<file path="src/rtl/adpcm_seq.sv">
// adpcm_seq: ROM-to-MSM5205 nibble sequencer.
// CPU sets a page range, bytes are fetched by req/ack, high nibble first.
module adpcm_seq #(
  parameter int ADDR_W  = 17,
  parameter int PAGE_SH = 8
) (
  input  logic              clk,
  input  logic              rst_n,
  input  logic              cpu_we,
  input  logic [1:0]        cpu_addr,
  input  logic [7:0]        cpu_din,
  input  logic              sample_cen,
  output logic [ADDR_W-1:0] rom_addr,
  output logic              rom_cs,
  input  logic              rom_ok,
  input  logic [7:0]        rom_data,
  output logic [3:0]        adpcm_din,
  output logic              adpcm_rst,
  output logic              busy,
  output logic              underrun
);

  typedef enum logic [1:0] {
    IDLE, FETCH, WAIT, PLAY
  } state_t;

  state_t            state_q;
  logic [7:0]        start_q, end_q;
  logic [7:0]        buf_q, cur_q;
  logic [ADDR_W-1:0] ptr_q, end_ptr_q, addr_q;
  logic              buf_vld_q, phase_q;
  logic              cs_q, arst_q, busy_q, unr_q;
  logic [3:0]        din_q;

  logic ctrl_wr, go_ok, at_end;

  function automatic logic [ADDR_W-1:0] page(
    input logic [7:0] p
  );
    return ADDR_W'(p) << PAGE_SH;
  endfunction

  assign ctrl_wr = cpu_we && (cpu_addr == 2'd2);
  assign go_ok   = ctrl_wr && cpu_din[0]
                && (end_q > start_q);
  assign at_end  = (ptr_q == end_ptr_q);

  always_ff @(posedge clk or negedge rst_n) begin
    if (!rst_n) begin
      state_q   <= IDLE;
      start_q   <= '0;
      end_q     <= '0;
      buf_q     <= '0;
      cur_q     <= '0;
      ptr_q     <= '0;
      end_ptr_q <= '0;
      addr_q    <= '0;
      buf_vld_q <= 1'b0;
      phase_q   <= 1'b0;
      cs_q      <= 1'b0;
      arst_q    <= 1'b1;
      busy_q    <= 1'b0;
      unr_q     <= 1'b0;
      din_q     <= '0;
    end else begin
      if (cpu_we && cpu_addr == 2'd0)
        start_q <= cpu_din;
      if (cpu_we && cpu_addr == 2'd1)
        end_q <= cpu_din;

      if (go_ok) begin
        ptr_q     <= page(start_q);
        end_ptr_q <= page(end_q);
        buf_vld_q <= 1'b0;
        phase_q   <= 1'b0;
        unr_q     <= 1'b0;
        cs_q      <= 1'b0;
        state_q   <= FETCH;
        busy_q    <= 1'b1;
        arst_q    <= 1'b0;
      end else if (ctrl_wr && !cpu_din[0]) begin
        state_q <= IDLE;
        cs_q    <= 1'b0;
        arst_q  <= 1'b1;
        busy_q  <= 1'b0;
        din_q   <= '0;
      end else if (state_q != IDLE) begin
        unique case (state_q)
          IDLE: ;
          FETCH: begin
            addr_q  <= ptr_q;
            cs_q    <= 1'b1;
            state_q <= WAIT;
          end
          WAIT: if (rom_ok) begin
            buf_q     <= rom_data;
            buf_vld_q <= 1'b1;
            ptr_q     <= ptr_q + ADDR_W'(1);
            cs_q      <= 1'b0;
            state_q   <= PLAY;
          end
          PLAY: if (!buf_vld_q && !at_end)
            state_q <= FETCH;
        endcase

        // Nibble side; a byte acked this cycle waits for the next strobe
        if (sample_cen) begin
          if (phase_q) begin
            din_q   <= cur_q[3:0];
            phase_q <= 1'b0;
          end else if (buf_vld_q) begin
            din_q     <= buf_q[7:4];
            cur_q     <= buf_q;
            buf_vld_q <= 1'b0;
            phase_q   <= 1'b1;
          end else if (at_end && state_q == PLAY) begin
            state_q <= IDLE;
            busy_q  <= 1'b0;
            arst_q  <= 1'b1;
            din_q   <= '0;
          end else begin
            din_q <= '0;
            unr_q <= 1'b1;
          end
        end
      end
    end
  end

  assign rom_addr  = addr_q;
  assign rom_cs    = cs_q;
  assign adpcm_din = din_q;
  assign adpcm_rst = arst_q;
  assign busy      = busy_q;
  assign underrun  = unr_q;

endmodule

</file>
<file path="config.mk">
export PLATFORM = sky130hd
export DESIGN_NAME = adpcm_seq
export DESIGN_NICKNAME = d
export VERILOG_FILES = /design/src/rtl/adpcm_seq.sv
export SDC_FILE = /design/constraint.sdc
export NUM_CORES = 1
export LEC_CHECK = 0
export BUFFER_PORTS_ARGS = -buffer_cell sky130_fd_sc_hd__buf_2
export CORE_MARGIN = 5
export CORE_UTILIZATION = 64
export CTS_BUF_LIST = sky130_fd_sc_hd__clkbuf_8
export DETAILED_ROUTE_END_ITERATION = 10
export PLACE_DENSITY = 0.88
export RECOVER_POWER = 100
export REMOVE_ABC_BUFFERS = 1
export SYNTH_ARGS = -nofsm -noshare
export SYNTH_HDL_FRONTEND = slang
export SYNTH_SLANG_ARGS = --single-unit
</file>
<file path="constraint.sdc">
create_clock -name clk -period 3.29 [get_ports clk]
set_input_delay 0 -clock clk [delete_from_list [all_inputs] [get_ports clk]]
set_output_delay 0 -clock clk [all_outputs]
set_load 0.005 [all_outputs]
</file>
==> Yosys cells after proc, flatten, opt, wreduce, memory -nomap -nowiden <==
Index checks and enable logic that the tools add are counted.
{ "totals": {"register_bits": 82, "inputBits": 23, "out_inout_bits": 25, "word_cells": 126} }
{ "classes": {"n_addsub": 1, "magnitude_cmp": 1, "n_eq_ne": 13, "muxes": 60, "bitwise": 3, "n_reduce_logical": 33} }
{ "op_table": {"columns": ["operator", "n"], "rows": [
  ["$mux 17", 5],
  ["$mux 1", 39],
  ["$mux 4", 5],
  ["$mux 2", 9],
  ["$add 17x1->17 const B", 1],
  ["$eq 17x16->1", 1],
  ["$reduce_bool 2->1", 7],
  ["$reduce_and 6->1", 2],
  ["$reduce_and 5->1", 2],
  ["$reduce_and 3->1", 3],
  ["$reduce_bool 3->1", 3],
  ["$gt 8x8->1", 1],
  ["$logic_and 1x1->1", 8],
  ["$reduce_and 4->1", 2],
  ["$eq 2x2->1 const B", 3],
  ["$ne 3x1->1 const B", 2],
  ["$pmux 2 s3", 1],
  ["$eq 2x1->1 const B", 2],
  ["$ne 2x1->1 const B", 2],
  ["$ne 2x2->1 const B", 2],
  ["$ne 4x4->1 const B", 1],
  ["$reduce_bool 4->1", 1],
  ["$logic_not 1->1", 3],
  ["$not 1->1", 3],
  ["3 further kinds", 3]
]} }

==> Longest topological paths before layout <==
{ "logic_depth": {"word_depth": 12, "depth_mapped": 10, "depth_no_buf": 8} }

==> Worst setup path before layout <==
Ideal clock, no wire load.
{ "synth_timing": {"kind": "register -> register", "start": "register start_q[1]", "end": "register addr_q[10], in the netlist rom_addr[10]", "setup_time_ps": 128, "arrival_ps": 1958, "required_ps": 3162, "slack_ps": 1204, "path_stages_with_launch": 10, "path_buffers": 1, "period_less_slack_ps": 2086, "path_cell_list": "dfrtp_1 -> inv_1 -> ha_1 -> nor2b_1 -> o211ai_1 -> a21oi_1 -> o21ai_4 -> nand3_4 -> buf_2 -> mux2_1"} }
{ "synth_via": {"elab_chain_cells": 4} }
{ "synth_lines": {"columns": ["item", "line_no", "source"], "rows": [
  ["from (decl)", "28", "logic [7:0] start_q, end_q;"],
  ["from (signal assigned)", "67", "start_q <= cpu_din;"],
  ["$gt 8x8->1", "45", "&& (end_q > start_q);"],
  ["$logic_and 1x1->1", "45", null],
  ["$not 1->1 (no line)", null, null],
  ["$reduce_and 4->1 (no line)", null, null],
  ["to (signal assigned)", "91", "addr_q <= ptr_q;"],
  ["to (decl)", "30", "logic [ADDR_W-1:0] ptr_q, end_ptr_q, addr_q;"]
]} }
Every way passes these cells.
A chain may end at the register's enable or synchronous reset.

==> Worst setup path after layout <==
{ "layout_timing": {"start": "register state_q[0]", "end": "register ptr_q[16]"} }
{ "layout_via": {"elab_chain_cells": 3, "word_cells_on_any_way": 5, "classes_between": "eq/ne: 1; reduce/logical: 4"} }
{ "layout_lines": {"columns": ["item", "line_no", "source"], "rows": [
  ["from (decl)", "27", "state_t state_q;"],
  ["from (signal assigned)", "50", "state_q <= IDLE;"],
  ["from (signal assigned)", "78", "state_q <= FETCH;"],
  ["from (signal assigned)", "82", "state_q <= IDLE;"],
  ["$eq 2x2->1 / $reduce_bool 2->1 (equally long branches)", "88, 87", null],
  ["$reduce_bool 2->1 (no line)", null, null],
  ["$reduce_and 4->1 (no line) *", null, null],
  ["to (signal assigned)", "72", "ptr_q <= page(start_q);"],
  ["to (signal assigned)", "98", "ptr_q <= ptr_q + ADDR_W'(1);"],
  ["to (decl)", "30", null]
]} }
Every way passes the cells marked *; elsewhere a longest branch is shown, timed or not.

==> flow_metrics.py <==
metrics = {
    "global_route": {
        "grt_start_max_net_pins": 83,
        "grt_pass1_vias": 2887,
        "grt_overflow_total": 0,
        "grt_pass1_wl_mm": 14.13,
        "antenna_found_initial": 0,
        "grtUsageTotal": 0.2408,
    },
    "run_status": {
        "status": "finished with violations",
        "violations": "max-capacitance violations, max-slew violations",
    },
    "timing": {
        "hold_viol_final": 0,
        "max_slew.worst_pin.slew_ns": 1.953,
        "period_needed_ns": 2.642,
        "finClkSkew_ns": 0.01417,
        "slew_violations": 83,
        "setup-tns-final_ns": 0,
        "rsz0062_at_grt": "false",
        "timing.final.crit_share": 0.8030,
        "slew_headroom": -0.3021,
        "finalWorstSetupSlack_ns": 0.6481,
        "max_freq_ghz": 0.3785,
        "setup_viol": 0,
    },
    "detailed_routing": {
        "routed_wl_mm": 8.149,
        "drc": 0,
        "vias": 2825,
        "vias_per_cell": 5.765,
        "first_pass_iters": 5,
        "ant_nets": 0,
        "drt_iter0_drc": 138,
        "wl_per_cell_um": 16.63,
    },
    "min_path": {
        "whs_path_depth": 4,
        "hp-start": "rom_ok",
        "hold_end": "rom_cs$_DFFE_PN0P_",
        "hp-class": "in2reg",
    },
    "clock_network": {
        "clk_latency_ns": 0.36,
        "cts_buffers": 9,
        "path_clk_slew_ns": 0.08,
        "clk_path_buf_depth": 2,
        "postCtsSetupRepairBufs": 0,
        "cts_hold_buffers": 18,
        "h-tree-depth": 3,
        "cts_resized": 0,
        "cts_tree": "built",
        "clockRootBuffer": "clkbuf_8",
        "cts_sinks": 82,
    },
    "yosys": {
        "synthSimpleGateAreaFrac": 0.1425,
        "synth_flop_cell": "dfrtp_1",
        "synthCells": 342,
        "synth-seq-area-share": 0.5351,
        "ys_types": 41,
        "synth_top_area_cell": "dfrtp_1",
        "synth_top_family_by_area": "simple AND/OR/NAND/NOR gates",
        "synth_xor_area_frac": 0.05249,
        "yosys_warnings": 0,
        "netlist_top_cells_area": "dfrtp_1 53%, mux2_1 6.2%, nand2_1 5.0%, mux2_2 5.0%, ha_1 4.9%",
        "syn_avg_cell_area_um2": 11.22,
        "synth-edff-count": 0,
        "synth_seq_cells": 82,
        "synth.most_common_cell": "dfrtp_1",
        "async_flop_share": 1.000,
        "synth_fa_ha_area_frac": 0.04891,
        "netlist_area_um2": 3837,
        "netlist.area_leader.share": 0.5282,
        "yosys-top-cells-count": "81 x dfrtp_1, 51 x nand2_1, 21 x mux2_1",
        "synth_compound_area_frac": 0.08314,
        "synthMuxAreaShare": 0.1115,
    },
    "die": {
        "coreArea_um2": 5886,
        "rows": 28,
        "initial_utilization": 0.6520,
        "ios": 48,
        "dieHeight_um": 87.44,
        "dieArea_um2": 7645,
        "dieWidth_um": 87.44,
    },
    "pwr": {
        "p_leak_nw": 2.083,
        "total_power_mw": 3.273,
        "powerDensity_nw_per_um2": 732.8,
        "ir_drop_mv": 0.4816,
    },
    "placed_design": {
        "place_area_um2": 4145,
        "dp_hpwl_mm": 5.481,
        "pre_cts_ws_ns": 0.8545,
        "portBuffers": 47,
        "routabilityCongestion": 0.8527,
    },
    "job": {
        "drv_cap": 1,
    },
    "worst_setup_path": {
        "r2r_start": "state_q[0]$_DFFE_PN0P_",
        "cpPeakStageDelay_ns": 0.66,
        "worstReg2RegEnd": "ptr_q[16]$_DFFE_PN0P_",
        "path_max_fanout": 6,
        "path_cells": "inv_1, ha_1, nand3b_1, nor4_1, nand2_1, or3_1, a21oi_1",
        "crit_arrival_ns": 2.91,
        "crit_buf_inv": 1,
        "cp-start-kind": "flip-flop",
        "cp_data_required_time_ns": 3.56,
        "reg2reg_slack_ns": 0.65,
        "crit_family": "simple AND/OR/NAND/NOR gates",
        "criticalPathCategory": "reg2reg",
        "crit_start": "state_q[0]$_DFFE_PN0P_",
        "crit_path_end_kind": "flip-flop",
        "r2r_cells": 7,
        "critPathSlowestCell": "nor4_1",
    },
    "finish": {
        "multi_input_area_um2": 1672,
        "stdcell_area_um2": 4467,
        "nets": 448,
        "nFillCells": 404,
        "syn2layout_area_growth_pct": 16.40,
        "antennaDiodeCount": 0,
        "layout-drive-gt1-share": 0.1855,
        "register_area_um2": 2053,
    },
}
-- registers in the layout, indices dropped and copies added, names as in the netlist, 2 cells and up --
| name | cells |
|---|---|
| ptr_q | 17 |
| rom_addr | 17 |
| buf_q | 8 |
| end_ptr_q | 8 |
| end_q | 8 |
| start_q | 8 |
| adpcm_din | 4 |
| cur_q | 4 |
| state_q | 2 |
-- worst min-delay path, delay by kind of cell --
family / cells / cell delay (ns)
AOI/OAI and AO/OA: 1 / 0.14
buffers and inverters: 1 / 0.10
and+or+nand+nor: 2 / 0.11
-- per-stage QoR --
stage	util	std cells	hold WS, ns
after floorplan	-	332	-0.2956
after global placement	0.7043	456	0.2138
after detailed placement	0.7043	456	0.2241
after CTS	0.7651	490	0.03599
after global routing	0.7589	490	0.1273
final	0.7589	490	0.03558
-- worst max path at each step --
stage	slack, ns	end	cells after the start
final	0.65	ptr_q[16]$_DFFE_PN0P_	7
after global routing	0.36	ptr_q[16]$_DFFE_PN0P_	7
after CTS	0.86	rom_addr[16]$_DFFE_PN0P_	8
after detailed placement	0.85	rom_addr[16]$_DFFE_PN0P_	8
after global placement	0.96	rom_addr[13]$_DFFE_PN0P_	8
after floorplan	1.16	state_q[0]$_DFFE_PN0P_	7
-- cell type report --
| class | count | share of cell area |
|---|---|---|
| timing repair buffer | 67 | 0.09272 |
| sequential | 82 | 0.4597 |
| clock buffer | 9 | 0.02773 |
| inverter | 15 | 0.01261 |
| tap | 75 | 0.02101 |
| multi-input combinational | 235 | 0.3742 |
| clock inverter | 7 | 0.01204 |
-- layout by cell type (no fill, tap or decap), drive strengths merged, types with 3 or more instances in the layout --
cell         instances
a22oi                4
buf                 36
dfrtp               81
ha                  15
nand4               10
nand3                8
a21oi                9
nor3                 6
nor2                14
inv                 17
clkbuf              22
o21a                 4
xor2                11
o21ai               25
dlygate4sd3         18
o2bb2ai              4
clkinvlp             3
mux2                38
nor2b                4
xnor2               12
nand2               51
-- where the power goes --
group / total, mW / leakage [nW] / internal [mW] / switching [mW]
Combinational: 0.966 / 0.957 / 0.488 / 0.479
Sequential: 1.64 / 1.04 / 1.34 / 0.300
Clock: 0.665 / 0.0822 / 0.279 / 0.386
-- cell families (layout without fill, tap and decap cells) --
logic type | after synthesis | after routing
adders and majority gates | 15 | 15
and+or+nand+nor | 108 | 108
buffers and inverters | 25 | 98
xor gates and xnor gates | 23 | 23
muxes | 38 | 38
AOI/OAI and AO/OA | 51 | 51
DFF | 82 | 82
-- metal layers --
| layer | vias up | track usage | wire, µm |
|---|---|---|---|
| li1 | 1331 | - | - |
| met1 | 1393 | 0.3113 | 3514 |
| met2 | 84 | 0.4027 | 4097 |
| met3 | 17 | 0.03500 | 361 |
| met4 | 0 | 0.1046 | 176 |
| met5 | - | 0 | 0 |
Power figures use the tool's default switching activity.
